==> config.mk <==
export PLATFORM = sky130hd
export DESIGN_NAME = lifo_arbiter
export DESIGN_NICKNAME = d
export VERILOG_FILES = /design/src/rtl/lifo_arbiter.sv
export SDC_FILE = /design/constraint.sdc
export NUM_CORES = 1
export LEC_CHECK = 0
export CAP_MARGIN = 20
export CORE_MARGIN = 2
export CORE_UTILIZATION = 32
export CTS_BUF_LIST = sky130_fd_sc_hd__clkbuf_2 sky130_fd_sc_hd__clkbuf_4 sky130_fd_sc_hd__clkbuf_8
export DETAILED_ROUTE_END_ITERATION = 12
export GPL_TIMING_DRIVEN = 0
export PLACE_DENSITY = 0.9
export SETUP_SLACK_MARGIN = 0.3
export SLEW_MARGIN = 25
export SYNTH_ARGS = -nofsm -noshare
export SYNTH_HDL_FRONTEND = slang
export SYNTH_SLANG_ARGS = --single-unit
==> constraint.sdc <==
create_clock -name clk -period 2.7 [get_ports clk]
set_input_delay 0.81 -clock clk [delete_from_list [all_inputs] [get_ports clk]]
set_output_delay 0.81 -clock clk [all_outputs]
set_load 0.02 [all_outputs]
==> src/rtl/lifo_arbiter.sv <==
// lifo_arbiter: round-robin sequencer sharing one LIFO stack among NREQ requesters,
// screening push-on-full and pop-on-empty into error responses.
module lifo_arbiter #(
    parameter int NREQ  = 4,
    parameter int WIDTH = 8
) (
    input  logic                  clk,
    input  logic                  rstn,
    input  logic [NREQ-1:0]       i_req_push,
    input  logic [NREQ-1:0]       i_req_pop,
    input  logic [NREQ*WIDTH-1:0] i_req_din,
    output logic [NREQ-1:0]       o_gnt,
    output logic [NREQ-1:0]       o_rsp_valid,
    output logic [NREQ-1:0]       o_rsp_err,
    output logic [WIDTH-1:0]      o_rsp_data,
    output logic                  o_stk_push,
    output logic                  o_stk_pop,
    output logic [WIDTH-1:0]      o_stk_din,
    input  logic [WIDTH-1:0]      i_stk_dout,
    input  logic                  i_stk_empty,
    input  logic                  i_stk_full
);
    localparam int IW = $clog2(NREQ);
    localparam logic [IW:0] NR = (IW+1)'(NREQ);
    localparam logic [IW-1:0] LAST = IW'(NREQ - 1);

    typedef enum logic [1:0] {IDLE, ISSUE, RESP} state_t;

    state_t          r_state;
    logic [IW-1:0]   r_ptr;
    logic [IW-1:0]   r_winner;
    logic            r_op;
    logic [NREQ-1:0] w_active;
    logic [NREQ-1:0] w_sel;
    logic [IW:0]     w_idx;
    logic [IW-1:0]   w_pick;
    logic            w_found;
    logic            w_issue;
    logic            w_resp;
    logic            w_push_ok;
    logic            w_pop_ok;
    logic            w_err;

    assign w_active = i_req_push | i_req_pop;

    // first active requester scanning upward from r_ptr, wrapping at NREQ
    always_comb begin
        w_found = 1'b0;
        w_pick  = '0;
        w_idx   = '0;
        for (int k = 0; k < NREQ; k++) begin
            w_idx = {1'b0, r_ptr} + (IW+1)'(k);
            w_idx = (w_idx >= NR) ? w_idx - NR : w_idx;
            if (!w_found && w_active[w_idx[IW-1:0]]) begin
                w_found = 1'b1;
                w_pick  = w_idx[IW-1:0];
            end
        end
    end

    always_ff @(posedge clk) begin
        if (!rstn) begin
            r_state  <= IDLE;
            r_ptr    <= '0;
            r_winner <= '0;
            r_op     <= 1'b0;
        end else begin
            case (r_state)
                IDLE: if (w_found) begin
                    r_winner <= w_pick;
                    r_op     <= i_req_pop[w_pick];
                    r_ptr    <= (w_pick == LAST) ? '0 : w_pick + 1'b1;
                    r_state  <= ISSUE;
                end
                ISSUE:   r_state <= w_pop_ok ? RESP : IDLE;
                default: r_state <= IDLE;
            endcase
        end
    end

    // gating with rstn drops an in-flight grant/response on the reset cycle
    assign w_issue   = rstn && (r_state == ISSUE);
    assign w_resp    = rstn && (r_state == RESP);
    assign w_push_ok = w_issue && !r_op && !i_stk_full;
    assign w_pop_ok  = w_issue && r_op && !i_stk_empty;
    assign w_err     = w_issue && (r_op ? i_stk_empty : i_stk_full);
    assign w_sel     = NREQ'(1) << r_winner;

    assign o_gnt       = w_issue ? w_sel : '0;
    assign o_rsp_err   = w_err ? w_sel : '0;
    assign o_rsp_valid = w_resp ? w_sel : '0;
    assign o_rsp_data  = w_resp ? i_stk_dout : '0;
    assign o_stk_push  = w_push_ok;
    assign o_stk_pop   = w_pop_ok;
    assign o_stk_din   = w_push_ok ? i_req_din[r_winner*WIDTH +: WIDTH] : '0;
endmodule
==> flow_metrics.env <==
export IMPL_busiest_layer="met2"
export IMPL_met3_usage_pct=8.16
export IMPL_setup_viol=0
export IMPL_startpoint_type="input port"
export IMPL_start_util_pct=33.3
export IMPL_avgRoutedWirePerCell_um=16.6
export IMPL_synthSimpleGateAreaFrac_pct=37.6
export IMPL_synth_top_family_by_area="simple AND/OR/NAND/NOR gates"
export IMPL_htreeDepth=1
export IMPL_cts_max_path_buffers=2
export IMPL_syn_area_per_cell_um2=8.19
export IMPL_r2r_start="r_ptr[1]"
export IMPL_grtUsageMet2_pct=44.3
export IMPL_overflow=0
export IMPL_final_layout_size_suffix_gt1_share_pct=47.5
export IMPL_rsz0062_at_grt="yes"
export IMPL_synth_xor_xnor_area_share_pct=0.963
export IMPL_ir_worst_vdd_mv=0.199
export IMPL_grt_pass1_vias=1271
export IMPL_ios=82
export IMPL_finalCriticalPeriod_ns=2.59
export IMPL_diodes=0
export IMPL_place_hpwl_um=2790
export IMPL_max_slew_margin_pct=47.8
export IMPL_fin_skew_ns=0.00873
export IMPL_place_congestion=0.810
export IMPL_worst_setup_path_end_kind="output port"
export IMPL_area_growth_syn_to_layout_pct=127
export IMPL_antenna_left=0
export IMPL_route_detailed_drc=0
export IMPL_clk_pin_slew_ns=0.06
export IMPL_r2r_end="r_op"
export IMPL_cts_buffers=3
export IMPL_grt_start_max_net_pins=11
export IMPL_finalHoldViolations=0
export IMPL_coreArea_um2=2730
export IMPL_synth_cell_types=36
export IMPL_netlist_instances=111
export IMPL_fin_setup_tns_ns=0
export IMPL_die_area_um2=3290
export IMPL_gr_usage_all_layers_pct=23.8
export IMPL_grt_pass1_wl_um=6050
export IMPL_yosysWarnings=0
export IMPL_drtPass1Iterations=4
export IMPL_finalNetCount=257
export IMPL_tritoncts="built"
export IMPL_r2r_slack_ns=0.93
export IMPL_rows=19
export IMPL_min_path_type="flip-flop to flip-flop"
export IMPL_outcome="completed"
export IMPL_fp_dieH_um=57.3
export IMPL_cts_sinks=7
export IMPL_num_vias=1283
export IMPL_cts_root_buffer="clkbuf_4"
export IMPL_min_delay_start="r_op"
export IMPL_filler_cell_count=182
export IMPL_synthAdderAreaFrac_pct=0
export IMPL_avgViaCountPerCell=5.46
export IMPL_antenna_found_initial=0
export IMPL_slew_viol_final=0
export IMPL_crit_type="input port to output port"
export IMPL_tightest_slew_ns=0.778
export IMPL_crit_required_ns=1.89
export IMPL_portBuffers=81
export IMPL_whs_endpoint="r_state[1]"
export IMPL_cp_max_fo=1
export IMPL_pwr_density_cell_nw_per_um2=283
export IMPL_muxShareOfSynthArea_pct=20.9
export IMPL_cp_data_arrival_time_ns=1.78
export IMPL_die_w_um=57.3
export IMPL_wl_um=3910
export IMPL_synth_area_um2=910
export IMPL_synth_seq_area_share_pct=15.4
export IMPL_mappedNetlistNets=163
export IMPL_p_leak_uw=0.000879
export IMPL_min_period_over_period_pct=96.0
export IMPL_drtIter0Drc=48
export IMPL_clkLatencyLatePin_ns=0.27
export IMPL_worst_r2r_path_depth=5
export IMPL_synth_compound_area_share_pct=20.4
export IMPL_use_met1_pct=26.0
export IMPL_ys_ff_latch=7
export IMPL_cap_violations=0
export IMPL_holdPathStages=1
export IMPL_fmax_mhz=386
export IMPL_holdBufCountCts=0
export IMPL_hold_slack_ns=0.555
-- Yosys cell counts --
cell type  number  share of area (%)
a2111o_1        1                1.2
a2111oi_2       2                3.3
a211oi_1        2                1.7
a21oi_1         2                1.1
a22oi_1         1               0.83
a311o_1         1                1.1
a311oi_1        3                2.9
a31oi_1         1               0.69
and2_1          9                6.2
buf_1           1               0.41
buf_2           2                1.1
clkbuf_1        2               0.83
dfxtp_1         7                 15
inv_1           6                2.5
mux2i_1         1                1.1
mux4_2          8                 20
nand2_1         4                1.7
nand2b_1        2                1.4
nand3b_1        2                1.7
nor2_1         16                6.6
nor2_2          1               0.69
nor2b_1         8                5.5
nor3_1          4                2.2
nor3b_1         4                3.3
nor4_1          2                1.4
nor4_2          1                1.4
o21a_1          2                1.7
o21ai_0         5                2.8
o21ba_2         2                2.2
o31a_1          1               0.96
or2_1           3                2.1
or2_2           1               0.69
or2_4           1               0.96
or3_1           1               0.69
or4_4           1                1.2
xnor2_1         1               0.96
-- through the flow --
stage | utilization [%] | instances | setup slack [ns] | area [um^2] | total power, uW
CTS | 73.2 | 234 | 0.0846 | 2000 | 557
finish | 75.6 | 235 | 0.108 | 2070 | 585
detailed placement | 68.0 | 223 | -1.04 | 1860 | 440
global placement | 68.0 | 223 | -1.02 | 1860 | 430
floorplan | - | 111 | 0.191 | 1010 | 314
global route | 75.6 | 235 | 0.0690 | 2070 | 615
-- worst max path at each step --
stage	cells past startpoint	to	startpoint	slack, ns
2_1_floorplan	4	o_stk_din[0]	rstn	0.19
3_3_place_gp	6	o_stk_din[4]	rstn	-1.02
3_5_place_dp	6	o_stk_din[0]	rstn	-1.04
4_1_cts	6	o_stk_din[0]	rstn	0.08
5_1_grt	6	o_stk_din[1]	rstn	0.07
6_report	4	o_stk_din[0]	i_req_din[24]	0.11
-- cells in the final DEF, fill, tap and decap left out, types with 3 or more instances in the layout --
cell             instances
nor2_1                  11
inv_1                    4
clkdlybuf4s50_1          8
o21ai_0                  3
buf_6                   26
dlygate4sd2_1           36
nor2b_4                  8
and2_4                   7
or2_4                    3
nor2_4                   5
nand2_1                  4
clkdlybuf4s15_1          4
clkbuf_2                 4
mux4_2                   8
clkbuf_4                 5
buf_4                    5
dfxtp_1                  6
buf_2                    5
-- metal layers --
metal / up-vias / part of all wire, %
met2: 80 / 53
met5: - / 0
met3: 2 / 11
li1: 602 / -
met1: 599 / 36
met4: 0 / 0.26
-- timing repair --
action	4_1_cts	5_1_grt
setup buffers	6	1
endpoints found under the hold margin	0	0
endpoints found under the setup margin	34	31
pin swaps	14	8
resized for setup	228	30
gates cloned	1	0
-- sequential cells by signal (all words and copies together) (netlist names) --
register and flops:
r_ptr 2, r_state 2, r_winner 2, r_op 1
-- where the power goes --
| part | internal (uW) | total (uW) | switching [uW] |
|---|---|---|---|
| Combinational | 186 | 337 | 151 |
| Clock | 67.0 | 114 | 47.3 |
| Sequential | 117 | 133 | 16.7 |
-- layout make-up --
class	instances	area, um^2	area share, %
multi-input cells	93	931	45.1
repair buffers	89	842	40.8
flip-flops and latches	7	141	6.84
plain buffers	5	56.3	2.73
well taps	31	38.8	1.88
clock buffers	4	30.0	1.45
inverters	6	26.3	1.27
-- logic make-up after synthesis --
logic type	Yosys count
AOI/OAI and AO/OA	23
xor gates and xnor gates	1
buffers and inverters	11
DFF	7
muxes	9
and+or+nand+nor	60
-- worst max-delay path, cell delays in order --
cell,delay (ns)
dlygate4sd2_1,0.23
mux4_2,0.47
nor2b_4,0.14
buf_6,0.12
Power figures use the tool's default switching activity.
